File: src/rtl/rca_pkg.sv
// Shared types and sizing helpers for the nibble-serial add/subtract controller.
package rca_pkg;

    localparam int unsigned NIB_W = 4;

    typedef enum logic [1:0] {
        IDLE = 2'd0,
        RUN  = 2'd1,
        DONE = 2'd2
    } state_e;

    function automatic int unsigned nibbles_of(input int unsigned width);
        return width / NIB_W;
    endfunction

    // A single-nibble datapath still needs a 1-bit index register.
    function automatic int unsigned idx_width(input int unsigned nibbles);
        return (nibbles > 1) ? $clog2(nibbles) : 1;
    endfunction

endpackage

File: src/rtl/nibble_adder.sv
// Combinational 4-bit ripple-carry slice built from full-adder cells.
module nibble_adder
    import rca_pkg::*;
(
    input  logic [NIB_W-1:0] a,
    input  logic [NIB_W-1:0] b,
    input  logic             cin,
    output logic [NIB_W-1:0] s,
    output logic             cout
);

    logic [NIB_W:0] c;

    assign c[0] = cin;

    for (genvar i = 0; i < NIB_W; i++) begin : g_fa
        assign s[i]   = a[i] ^ b[i] ^ c[i];
        assign c[i+1] = (a[i] & b[i]) | (c[i] & (a[i] ^ b[i]));
    end

    assign cout = c[NIB_W];

endmodule

File: src/rtl/rca_seq_ctrl.sv
// WIDTH-bit add/subtract controller reusing one 4-bit ripple slice per cycle,
// least-significant nibble first, with valid/ready handshakes on both sides.
module rca_seq_ctrl
    import rca_pkg::*;
#(
    parameter int unsigned WIDTH = 16
) (
    input  logic             clk,
    input  logic             rst,
    input  logic             in_valid,
    output logic             in_ready,
    input  logic [WIDTH-1:0] a,
    input  logic [WIDTH-1:0] b,
    input  logic             sub,
    output logic             out_valid,
    input  logic             out_ready,
    output logic [WIDTH-1:0] sum,
    output logic             cout,
    output logic             ovf
);

    localparam int unsigned NIBBLES = nibbles_of(WIDTH);
    localparam int unsigned IDX_W   = idx_width(NIBBLES);
    localparam logic [IDX_W-1:0] LAST_IDX = IDX_W'(NIBBLES - 1);

    state_e           state_q, state_d;
    logic [WIDTH-1:0] a_q, a_d;
    logic [WIDTH-1:0] b_q, b_d;
    logic [IDX_W-1:0] idx_q, idx_d;
    logic             carry_q, carry_d;
    logic [WIDTH-1:0] sum_q, sum_d;
    logic             cout_q, cout_d;
    logic             ovf_q, ovf_d;

    logic [NIB_W-1:0] slice_a, slice_b, slice_s;
    logic             slice_co;

    assign slice_a = a_q[idx_q*NIB_W +: NIB_W];
    assign slice_b = b_q[idx_q*NIB_W +: NIB_W];

    nibble_adder u_slice (
        .a    (slice_a),
        .b    (slice_b),
        .cin  (carry_q),
        .s    (slice_s),
        .cout (slice_co)
    );

    always_ff @(posedge clk) begin
        if (rst) begin
            state_q <= IDLE;
            a_q     <= '0;
            b_q     <= '0;
            idx_q   <= '0;
            carry_q <= 1'b0;
            sum_q   <= '0;
            cout_q  <= 1'b0;
            ovf_q   <= 1'b0;
        end else begin
            state_q <= state_d;
            a_q     <= a_d;
            b_q     <= b_d;
            idx_q   <= idx_d;
            carry_q <= carry_d;
            sum_q   <= sum_d;
            cout_q  <= cout_d;
            ovf_q   <= ovf_d;
        end
    end

    always_comb begin
        state_d = state_q;
        a_d     = a_q;
        b_d     = b_q;
        idx_d   = idx_q;
        carry_d = carry_q;
        sum_d   = sum_q;
        cout_d  = cout_q;
        ovf_d   = ovf_q;

        case (state_q)
            IDLE: begin
                if (in_valid) begin
                    // Subtract as A + ~B + 1: invert B once here, seed carry with sub.
                    a_d     = a;
                    b_d     = b ^ {WIDTH{sub}};
                    idx_d   = '0;
                    carry_d = sub;
                    state_d = RUN;
                end
            end
            RUN: begin
                sum_d[idx_q*NIB_W +: NIB_W] = slice_s;
                carry_d = slice_co;
                if (idx_q == LAST_IDX) begin
                    cout_d  = slice_co;
                    ovf_d   = (a_q[WIDTH-1] == b_q[WIDTH-1]) &&
                              (slice_s[NIB_W-1] != a_q[WIDTH-1]);
                    state_d = DONE;
                end else begin
                    idx_d = idx_q + 1'b1;
                end
            end
            DONE: begin
                if (out_ready) begin
                    state_d = IDLE;
                end
            end
            default: state_d = IDLE;
        endcase
    end

    assign in_ready  = (state_q == IDLE) && !rst;
    assign out_valid = (state_q == DONE);
    assign sum       = sum_q;
    assign cout      = cout_q;
    assign ovf       = ovf_q;

endmodule
File: config.mk
export PLATFORM = sky130hd
export DESIGN_NAME = rca_seq_ctrl
export DESIGN_NICKNAME = d
export VERILOG_FILES = /design/src/rtl/rca_pkg.sv /design/src/rtl/nibble_adder.sv /design/src/rtl/rca_seq_ctrl.sv
export SDC_FILE = /design/constraint.sdc
export NUM_CORES = 1
export LEC_CHECK = 0
export CORE_ASPECT_RATIO = 1.4
export CORE_MARGIN = 5
export CORE_UTILIZATION = 45
export CTS_CLUSTER_DIAMETER = 120
export DETAILED_ROUTE_END_ITERATION = 12
export GPL_ROUTABILITY_DRIVEN = 0
export PLACE_DENSITY = 0.72
export SLEW_MARGIN = 20
export SYNTH_ARGS = -nofsm -noshare
export SYNTH_HDL_FRONTEND = slang
export SYNTH_SLANG_ARGS = --single-unit
File: constraint.sdc
create_clock -name clk -period 6.95 [get_ports clk]
set_clock_uncertainty 0.15 [all_clocks]
set_input_delay 1.39 -clock clk [delete_from_list [all_inputs] [get_ports clk]]
set_output_delay 1.39 -clock clk [all_outputs]
set_load 0.05 [all_outputs]
==> results by group, run 1 <==
Status
  • Status: completed

STA
  • Crit share post-route: 63.2%
  • RSZ-0062 raised after global routing: no
  • Setup TNS: 0 ns
  • Final max-slew violation count: 0
  • Min Tclk post-route: 4.39 ns
  • Hold Fails Final Rpt: 0
  • Fmax: 228 MHz
  • Relative slew slack: 37.7%
  • Final setup fails: 0
  • Measured slew at the worst slew-check pin: 0.932 ns

Synth
  • Post-synthesis sequential area ratio: 41.5%
  • Post-Synthesis Cells: 277
  • Syn Area/Cell: 9.59 sq um
  • Ys Warns: 0
  • Mapped cell area: 0.00266 sq mm
  • Post-Syn Nets: 324
  • Synth unique cells: 36
  • Yosys reg bits: 55

CTS
  • CTS tree: yes
  • # hold bufs at CTS: 0
  • Post-CTS Setup Inserts: 0
  • # H-tree levels: 2
  • Post_cts resized: 0
  • CTS sink count: 55
  • Clk slew on worst S/H paths: 0.09 ns
  • Root buf cell: clkbuf_8
  • CTS buffer count: 5
  • Worst skew pair latency: 0.31 ns
  • CTS Buffer Depth: 2

Power
  • PD cells: 201 mW/mm^2
  • Leakage: 0.00116 uW
  • Maximum VDD drop: 133 uV

Critical path
  • Crit-path cells: buf_2 > buf_4 > nor3_1 > clkdlybuf4s50_1
  • Delay-heaviest family, CP: buffers and inverters
  • Worst-path maximum fanout: 63
  • Crit path kind: in -> out
  • Worst EP required: 5.41 ns
  • Worst r2r src: idx_q[0]$_SDFFE_PP0P_
  • Worst Setup End Kind: output port
  • Largest stage delay on the critical path: 0.83 ns
  • Critical Path Source: rst
  • Setup crit start kind: input pin
  • Critical path arrival: 2.85 ns
  • Buffers plus inverters on the worst setup path: 3
  • Worst path slowest cell: clkdlybuf4s50_1

Place
  • Port bufs: 56
  • Area after detailed placement: 0.00320 sq mm
  • Placed cells: 386
  • DP Wirelength: 3.93 mm

Floorplanning
  • Initial Util: 45.6%
  • Core Region: 0.00582 sq mm
  • Cell row count: 33
  • Die Width: 74.9 um
  • Die H: 101 um
  • Die area: 0.00756 sq mm
  • I/O pins: 57

Route
  • Routed WL per cell: 13.7 um
  • Metal3 WL: 228 um
  • # DRC: 0
  • Met1 Wirelength: 2.23 mm
  • Routed wire length: 5.39 mm
  • 1st-iter DRT viols: 93
  • Vias/cell: 5.17
  • Final ANT Viol Nets: 0
  • Vias: 2037
  • Top routing layer used: met4
  • Pre-antenna DRT Iters: 4
  • Routed wl met2: 2.84 mm

Min path
  • Hold Crit Class: reg -> reg
  • Min-delay src: sum[6]$_SDFFE_PP0P_

Final layout
  • Final Non-Filler Cells: 394
  • Fill count: 541
  • Synthesis-to-layout area growth: 23.8%
  • Final Net Count: 370
  • Most frequent cells in the layout: 55 x dfxtp_1, 55 x clkdlybuf4s50_1, 37 x nand2_1, 25 x a21oi_1, 22 x nor2_1
  • Ant. Diodes: 0
  • Share of post-route cells with drive strength above 1: 9.26%
  • Finished Cell Area: 0.00329 sq mm

Global route
  • All-Layer GR Usage: 14.9%
  • First-pass GRT wire length: 8.73 mm
  • Pin count of the biggest net entering global routing: 64
  • Number of global-route vias before repair: 1932
  • Initial antenna violation count: 0
  • Grt total ovfl: 0

Flow run
  • Maximum Capacitance Violations: 0
## worst reg2reg max path: stages (launching register included)
cell,delay [ns]
dfxtp_1,0.60
mux4_2,0.57
inv_1,0.10
fa_1,0.16
inv_1,0.05
fa_1,0.35
inv_1,0.07
fa_1,0.15
inv_1,0.05
fa_1,0.62
nand2b_1,0.12
o32ai_1,0.27
## cell families after synthesis
group / after synthesis / share of synthesized area [%]
AOI/OAI and AO/OA: 57 / 14.8
xor gates and xnor gates: 16 / 5.28
and+or+nand+nor: 94 / 18.5
adders and majority gates: 10 / 5.84
DFF: 55 / 41.5
buffers and inverters: 37 / 7.26
muxes: 8 / 6.79
## synthesized netlist by cell type, drive strengths merged
cell type	count	share of area (%)
xnor2	16	5.3
nor2	22	3.1
nor3b	1	0.47
a2111oi	1	0.57
dfxtp	55	41
nand3	2	0.38
and2	2	0.47
nand3b	7	2.5
and4bb	2	0.94
nor3	2	0.38
mux4	8	6.8
a211oi	17	4.8
nand4	4	0.94
nor2b	2	0.47
ha	6	2.8
nand2b	8	1.9
clkbuf	5	0.85
or3b	2	0.75
nand2	37	5.2
o31ai	1	0.47
or3	2	0.47
fa	4	3.0
inv	17	2.4
o32ai	8	2.6
nand4b	1	0.57
a32oi	4	1.3
a21oi	26	5.0
buf	15	4.0
## path summary, 6_finish.rpt
kind	end	slack, ns	cells after the start
worst max-delay path	in_ready	2.56	4
worst min-delay path	sum[6]$_SDFFE_PP0P_	0.31	2
worst max register to register	sum[11]$_SDFFE_PP0P_	3.61	11
worst min register to register	sum[6]$_SDFFE_PP0P_	0.31	2
## power breakdown
group          total, uW  switching (uW)  internal [uW]
Combinational        135            70.0           65.2
Clock                179             107           71.3
Sequential           346            12.8            333
## cell type report
class | count | area, sq um | area share (%)
Multi-Input combinational cell | 185 | 1370 | 41.6
Sequential cell | 55 | 1100 | 33.5
Timing Repair Buffer | 59 | 578 | 17.6
Tap cell | 70 | 87.6 | 2.67
Clock buffer | 5 | 68.8 | 2.09
Inverter | 17 | 63.8 | 1.94
Clock inverter | 3 | 18.8 | 0.571
## metal layers
| metal | vias up | GRT usage [%] |
|---|---|---|
| li1 | 1048 | - |
| met2 | 43 | 26.1 |
| met5 | - | 0 |
| met1 | 940 | 17.4 |
| met4 | 0 | 5.34 |
| met3 | 6 | 3.09 |
## flip-flops by register name (all words and copies together) (netlist names)
register  cells
state_q       2
carry_q       1
idx_q         2
b_q          16
ovf           1
a_q          16
cout          1
sum          16
## metrics by stage
stage	setup slack, ns	power, uW	utilization, %	hold slack (ns)
after detailed placement	2.56	490	54.9	0.297
final	2.56	660	56.4	0.308
after floorplan	2.47	448	-	0.283
after CTS	2.56	664	56.4	0.311
after global routing	2.53	693	56.4	0.331
after global placement	2.57	488	54.9	0.289
(Power assumes the default switching activity.)
==> inputs of run 2 (changes only) <==
--- a/config.mk
+++ b/config.mk
@@ -11,7 +11,7 @@
 export CTS_CLUSTER_DIAMETER = 120
 export DETAILED_ROUTE_END_ITERATION = 12
 export GPL_ROUTABILITY_DRIVEN = 0
-export PLACE_DENSITY = 0.72
+export PLACE_DENSITY = 0.75
 export SLEW_MARGIN = 20
 export SYNTH_ARGS = -nofsm -noshare
 export SYNTH_HDL_FRONTEND = slang
==> constraint.sdc (replaced) <==
create_clock -name clk -period 3.6 [get_ports clk]
set_clock_uncertainty 0.15 [all_clocks]
set_input_delay 0.72 -clock clk [delete_from_list [all_inputs] [get_ports clk]]
set_output_delay 0.72 -clock clk [all_outputs]
set_load 0.05 [all_outputs]
==> run 2 against run 1 <==
  * Register-to-register slack lost 3.2 ns
  * Sequential power is 93% higher
  * Highest routed layer unchanged
  * Routed wire length increased by 7.3%
  * Via count grew 1.1%
  * Sequential share of layout area decreased by 0.28 points
  * Critical endpoint is now ovf$_SDFFE_PP0P_
  * Combinational power increased by 96%
  * Critical path type is now reg -> reg
  * Clock power grew 100%
  * Clock-buffer cell count increased by 3
  * Setup slack got worse by 2.2 ns
  * Utilization up 0.47 points
  * Total power is 97% higher
==> results by group, run 2 (synthesis results as in run 1) <==
Critical path
  • Worst EP required: 3.67 ns (-1.74 ns)
  • Critical Path Source: idx_q[0]$_SDFFE_PP0P_
  • WP depth: 11 (+7)
  • Delay-heaviest family, CP: adder cells
  • Crit-path cells: mux4_2 > inv_1 > fa_1 > inv_1 > fa_1 > inv_1 > fa_1 > inv_1 > fa_1 > nand3b_1 > a211oi_1
  • Largest stage delay on the critical path: 0.56 ns (-0.27 ns)
  • Worst path slowest cell: dfxtp_1
  • Worst-path maximum fanout: 7 (-89%)
  • Setup crit start kind: register
  • Crit path kind: reg -> reg
  • Critical path arrival: 3.31 ns (+0.46 ns)
  • Reg2reg setup slack: 0.36 ns (-3.25 ns)
  • Worst Setup End Kind: register
  • R2R Path End: ovf$_SDFFE_PP0P_
  • Setup crit end: ovf$_SDFFE_PP0P_
  • Buffers plus inverters on the worst setup path: 4 (+1)
  • Worst r2r src: idx_q[0]$_SDFFE_PP0P_
  • Worst reg2reg path depth: 11 (unchanged)

Min path
  • Hold Crit Class: reg -> reg

Route
  • Routed wire length: 5.78 mm (+7.3%)
  • Vias: 2060 (+1.1%)
  • Vias/cell: 5.20 (+0.62%)
  • Pre-antenna DRT Iters: 6 (+2)
  • # DRC: 0 (unchanged)
  • Final ANT Viol Nets: 0 (unchanged)
  • 1st-iter DRT viols: 93 (unchanged)
  • Routed WL per cell: 14.6 um (+6.8%)

Floorplanning
  • Die Width: 74.9 um (unchanged)
  • Die H: 101 um (unchanged)
  • Cell row count: 33 (unchanged)
  • I/O pins: 57 (unchanged)
  • Die area: 0.00756 sq mm (unchanged)
  • Core Region: 0.00582 sq mm (unchanged)
  • Initial Util: 45.6% (unchanged)

Global route
  • Pin count of the biggest net entering global routing: 63 (-1.6%)
  • Grt total ovfl: 0 (unchanged)
  • GR Util met2: 27.7% (+1.6 points)
  • First-pass GRT wire length: 9.45 mm (+8.3%)
  • All-Layer GR Usage: 16.3% (+1.4 points)
  • GRT Max-Usage Layer: met2
  • Met1 Track Usage GR: 19.4% (+2.0 points)
  • Initial antenna violation count: 0 (unchanged)
  • Number of global-route vias before repair: 1994 (+3.2%)
  • M3 GR Usage: 3.19% (+0.10 points)

Place
  • DP Wirelength: 4.29 mm (+9.1%)
  • Port bufs: 56 (unchanged)

Power
  • Leakage: 0.00118 uW (+1.2%)
  • Maximum VDD drop: 242 uV (+82%)
  • PD cells: 392 mW/mm^2 (+95%)

CTS
  • Root buf cell: clkbuf_8
  • Post_cts resized: 0 (unchanged)
  • CTS buffer count: 5 (unchanged)
  • Post-CTS Setup Inserts: 0 (unchanged)
  • CTS sink count: 55 (unchanged)
  • Clk slew on worst S/H paths: 0.10 ns (about the same)
  • # H-tree levels: 2 (unchanged)
  • # hold bufs at CTS: 0 (unchanged)
  • CTS Buffer Depth: 2 (unchanged)
  • Worst skew pair latency: 0.31 ns (about the same)
  • CTS tree: yes

Final layout
  • Share of post-route cells with drive strength above 1: 9.51% (+0.25 points)
  • Ant. Diodes: 0 (unchanged)
  • Final Util: 56.9% (+0.47 points)
  • Most frequent cells in the layout: 55 x dfxtp_1, 55 x clkdlybuf4s50_1, 37 x nand2_1, 25 x a21oi_1, 22 x nor2_1
  • Fill count: 522 (-3.5%)
  • Synthesis-to-layout area growth: 24.8%
  • Final Net Count: 372 (+0.54%)

STA
  • Fmax: 309 MHz
  • Final setup fails: 0 (unchanged)
  • RSZ-0062 raised after global routing: no
  • Measured slew at the worst slew-check pin: 0.966 ns (+0.0339 ns)
  • Final max-slew violation count: 0 (unchanged)
  • Relative slew slack: 35.5% (-2.3 points)
  • Min Tclk post-route: 3.24 ns
  • Setup TNS: 0 ns (unchanged)
  • Crit share post-route: 89.9%
  • Hold Fails Final Rpt: 0 (unchanged)

Flow run
  • Maximum Capacitance Violations: 0 (unchanged)

Status
  • Status: completed
==> run 2: final cells by class <==
class / count / area [sq um] / share of cell area (%)
multi-input combinational: 185 / 1370 / 41.3
sequential: 55 / 1100 / 33.2
timing repair buffer: 61 / 593 / 17.9
clock buffer: 8 / 100 / 3.02
tap: 70 / 87.6 / 2.64
inverter: 17 / 63.8 / 1.93
==> run 2: how the worst min path moves through the flow <==
| stage | from | to | depth (start not counted) |
|---|---|---|---|
| floorplan | a_q[10]$_SDFFE_PP0P_ | a_q[10]$_SDFFE_PP0P_ | 2 |
| global placement | sum[6]$_SDFFE_PP0P_ | sum[6]$_SDFFE_PP0P_ | 2 |
| detailed placement | sum[4]$_SDFFE_PP0P_ | sum[4]$_SDFFE_PP0P_ | 2 |
| CTS | sum[4]$_SDFFE_PP0P_ | sum[4]$_SDFFE_PP0P_ | 2 |
| global route | a_q[0]$_SDFFE_PP0P_ | a_q[0]$_SDFFE_PP0P_ | 2 |
| finish | sum[6]$_SDFFE_PP0P_ | sum[6]$_SDFFE_PP0P_ | 2 |
==> run 2: stage by stage <==
stage	hold slack (ns)	std cells	setup WS, ns	instance area (sq um)	total power, uW
after floorplan	0.283	277	0.455	2660	865
after global placement	0.292	388	0.463	3210	944
after detailed placement	0.295	388	0.357	3210	949
after CTS	0.311	396	0.351	3310	1310
after global routing	0.331	396	0.109	3310	1360
final	0.308	396	0.364	3310	1300
==> run 2: tightest hold or removal path, cell delays in order, from the launching register on <==
cell	delay, ns
dfxtp_1	0.32
nand2_1	0.05
a21oi_1	0.05
==> run 2: metal layers <==
metal	part of all wire, %	wire [um]
met1	40	2310
met2	54	3100
met3	3.9	225
met4	2.4	139
met5	0	0
==> run 2: report_power, final <==
| group | switching [uW] | leakage (uW) | internal (uW) |
|---|---|---|---|
| sequential | 26.5 | 0.000450 | 643 |
| clock | 190 | 0.0000515 | 176 |
| combinational | 137 | 0.000676 | 127 |
| total | 353 | 0.00118 | 946 |
==> inputs of run 3 (changes only) <==
--- a/config.mk
+++ b/config.mk
@@ -9,6 +9,7 @@
 export CORE_MARGIN = 5
 export CORE_UTILIZATION = 45
 export CTS_CLUSTER_DIAMETER = 120
+export CTS_CLUSTER_SIZE = 10
 export DETAILED_ROUTE_END_ITERATION = 12
 export GPL_ROUTABILITY_DRIVEN = 0
 export PLACE_DENSITY = 0.75
==> constraint.sdc (replaced) <==
create_clock -name clk -period 3.6 [get_ports clk]
set_clock_uncertainty 0.15 [all_clocks]
set_input_delay 0.72 -clock clk [delete_from_list [all_inputs] [get_ports clk]]
set_output_delay 0.72 -clock clk [all_outputs]
set_load 0.005 [all_outputs]
==> run 3 against run 2 <==
  * Sequential power barely moved
  * Flip-flop and latch count unchanged
  * Clock power increased by 15%
  * Routed wire length is 1.0% lower
  * Highest routed layer unchanged
==> results by group, run 3 (synthesis results as in run 1) <==
Status
  • Status: completed

Global route
  • Grt total ovfl: 0 (unchanged)
  • Initial antenna violation count: 0 (unchanged)
  • Pin count of the biggest net entering global routing: 63 (unchanged)
  • Number of global-route vias before repair: 2051 (+2.9%)
  • First-pass GRT wire length: 9.63 mm (+1.9%)
  • All-Layer GR Usage: 16.4% (+0.11 points)

Floorplanning
  • Core Region: 0.00582 sq mm (unchanged)
  • Die area: 0.00756 sq mm (unchanged)
  • Cell row count: 33 (unchanged)
  • Initial Util: 45.6% (unchanged)
  • Die H: 101 um (unchanged)
  • Die Width: 74.9 um (unchanged)
  • I/O pins: 57 (unchanged)

Place
  • Port bufs: 56 (unchanged)
  • DP Wirelength: 4.32 mm (+0.77%)

Route
  • Vias: 2062 (+0.097%)
  • # DRC: 0 (unchanged)
  • Vias/cell: 5.21 (about the same)
  • Routed WL per cell: 14.4 um (-1.0%)
  • Routed wire length: 5.72 mm (-1.0%)
  • Pre-antenna DRT Iters: 4 (-2)
  • 1st-iter DRT viols: 127 (+37%)
  • Final ANT Viol Nets: 0 (unchanged)

Critical path
  • Worst r2r src: idx_q[0]$_SDFFE_PP0P_
  • Setup crit start kind: register
  • Critical Path Source: idx_q[0]$_SDFFE_PP0P_
  • Crit path kind: reg -> reg
  • Worst EP required: 3.67 ns (about the same)
  • Worst-path maximum fanout: 7 (unchanged)
  • Critical path arrival: 3.32 ns (about the same)
  • Worst Setup End Kind: register

Final layout
  • Final Net Count: 372 (unchanged)
  • Reg area: 0.00110 sq mm (unchanged)
  • Synthesis-to-layout area growth: 25.4%
  • Most frequent cells in the layout: 55 x dfxtp_1, 55 x clkdlybuf4s50_1, 37 x nand2_1, 25 x a21oi_1, 22 x nor2_1
  • Multi-input logic area: 0.00137 sq mm (unchanged)
  • Ant. Diodes: 0 (unchanged)
  • Share of post-route cells with drive strength above 1: 9.82% (+0.31 points)
  • Fill count: 511 (-2.1%)

Flow run
  • Maximum Capacitance Violations: 0 (unchanged)

CTS
  • # H-tree levels: 2 (unchanged)
  • Post-CTS Setup Inserts: 0 (unchanged)
  • Worst skew pair latency: 0.31 ns (about the same)
  • Clk slew on worst S/H paths: 0.10 ns (about the same)
  • Post_cts resized: 0 (unchanged)
  • CTS tree: yes
  • CTS buffer count: 5 (unchanged)
  • CTS sink count: 55 (unchanged)
  • Root buf cell: clkbuf_8
  • # hold bufs at CTS: 0 (unchanged)
  • CTS Buffer Depth: 2 (unchanged)

STA
  • Relative slew slack: 36.6% (+1.2 points)
  • Final max-slew violation count: 0 (unchanged)
  • RSZ-0062 raised after global routing: no
  • Crit share post-route: 90.4% (+0.52 points)
  • Fmax: 307 MHz (-0.57%)
  • Hold Slack: 0.308 ns (+0.000447 ns)
  • Setup TNS: 0 ns (unchanged)
  • Hold Fails Final Rpt: 0 (unchanged)
  • Final setup fails: 0 (unchanged)
  • Min Tclk post-route: 3.25 ns (+0.0186 ns)
  • Measured slew at the worst slew-check pin: 0.949 ns (-0.0173 ns)

Power
  • Maximum VDD drop: 205 uV (-15%)
  • PD cells: 402 mW/mm^2 (+2.6%)
  • Leakage: 0.00119 uW (+0.82%)

Min path
  • Min-delay src: sum[6]$_SDFFE_PP0P_
  • Hold Crit Class: reg -> reg
-- run 3: changes by cell type in the layout (fill, tap and decap cells not counted) --
cell / delta
clkbuf_1: -1
clkinv_2: +1
bufinv_16: +1
clkbuf_8: -1
-- run 3: report_power, final --
part           internal (uW)  total (uW)  switching, uW
Sequential               643         669           25.7
Combinational            127         250            123
Clock                    225         421            196
-- run 3: area by class of cell --
cell class	count	area share (%)
multi-input cells	185	41.1
inverters	17	1.92
clock buffers	6	2.48
repair buffers	61	17.8
clock inverters	2	1.05
flip-flops and latches	55	33.1
well taps	70	2.63
-- run 3: final timing paths --
| path | cells after the start | to | slack [ns] |
|---|---|---|---|
| max | 11 | sum[11]$_SDFFE_PP0P_ | 0.35 |
| max reg2reg | 11 | sum[11]$_SDFFE_PP0P_ | 0.35 |
| min reg2reg | 2 | sum[6]$_SDFFE_PP0P_ | 0.31 |
| min | 2 | sum[6]$_SDFFE_PP0P_ | 0.31 |
-- run 3: critical path, cell delays in order (launching register included) --
cell and delay, ns:
dfxtp_1 0.58, mux4_2 0.56, inv_1 0.09, fa_1 0.17, inv_1 0.05, fa_1 0.35, inv_1 0.08, fa_1 0.16
inv_1 0.05, fa_1 0.57, nand2b_1 0.10, o32ai_1 0.27
-- run 3: per-layer routing --
layer / GRT usage, % / part of all wire (%)
met5: 0 / 0
met4: 5.62 / 1.9
met3: 2.79 / 4.0
met2: 28.5 / 53
met1: 19.9 / 41
-- run 3: per-stage QoR --
step	instance area, sq um	util [%]	worst slack [ns]	std cells	power [uW]
global placement	3210	55.2	0.467	388	930
detailed placement	3210	55.2	0.372	388	935
CTS	3330	57.2	0.337	396	1350
finish	3330	57.2	0.345	396	1340
floorplan	2660	-	0.473	277	851
global route	3330	57.2	0.151	396	1400
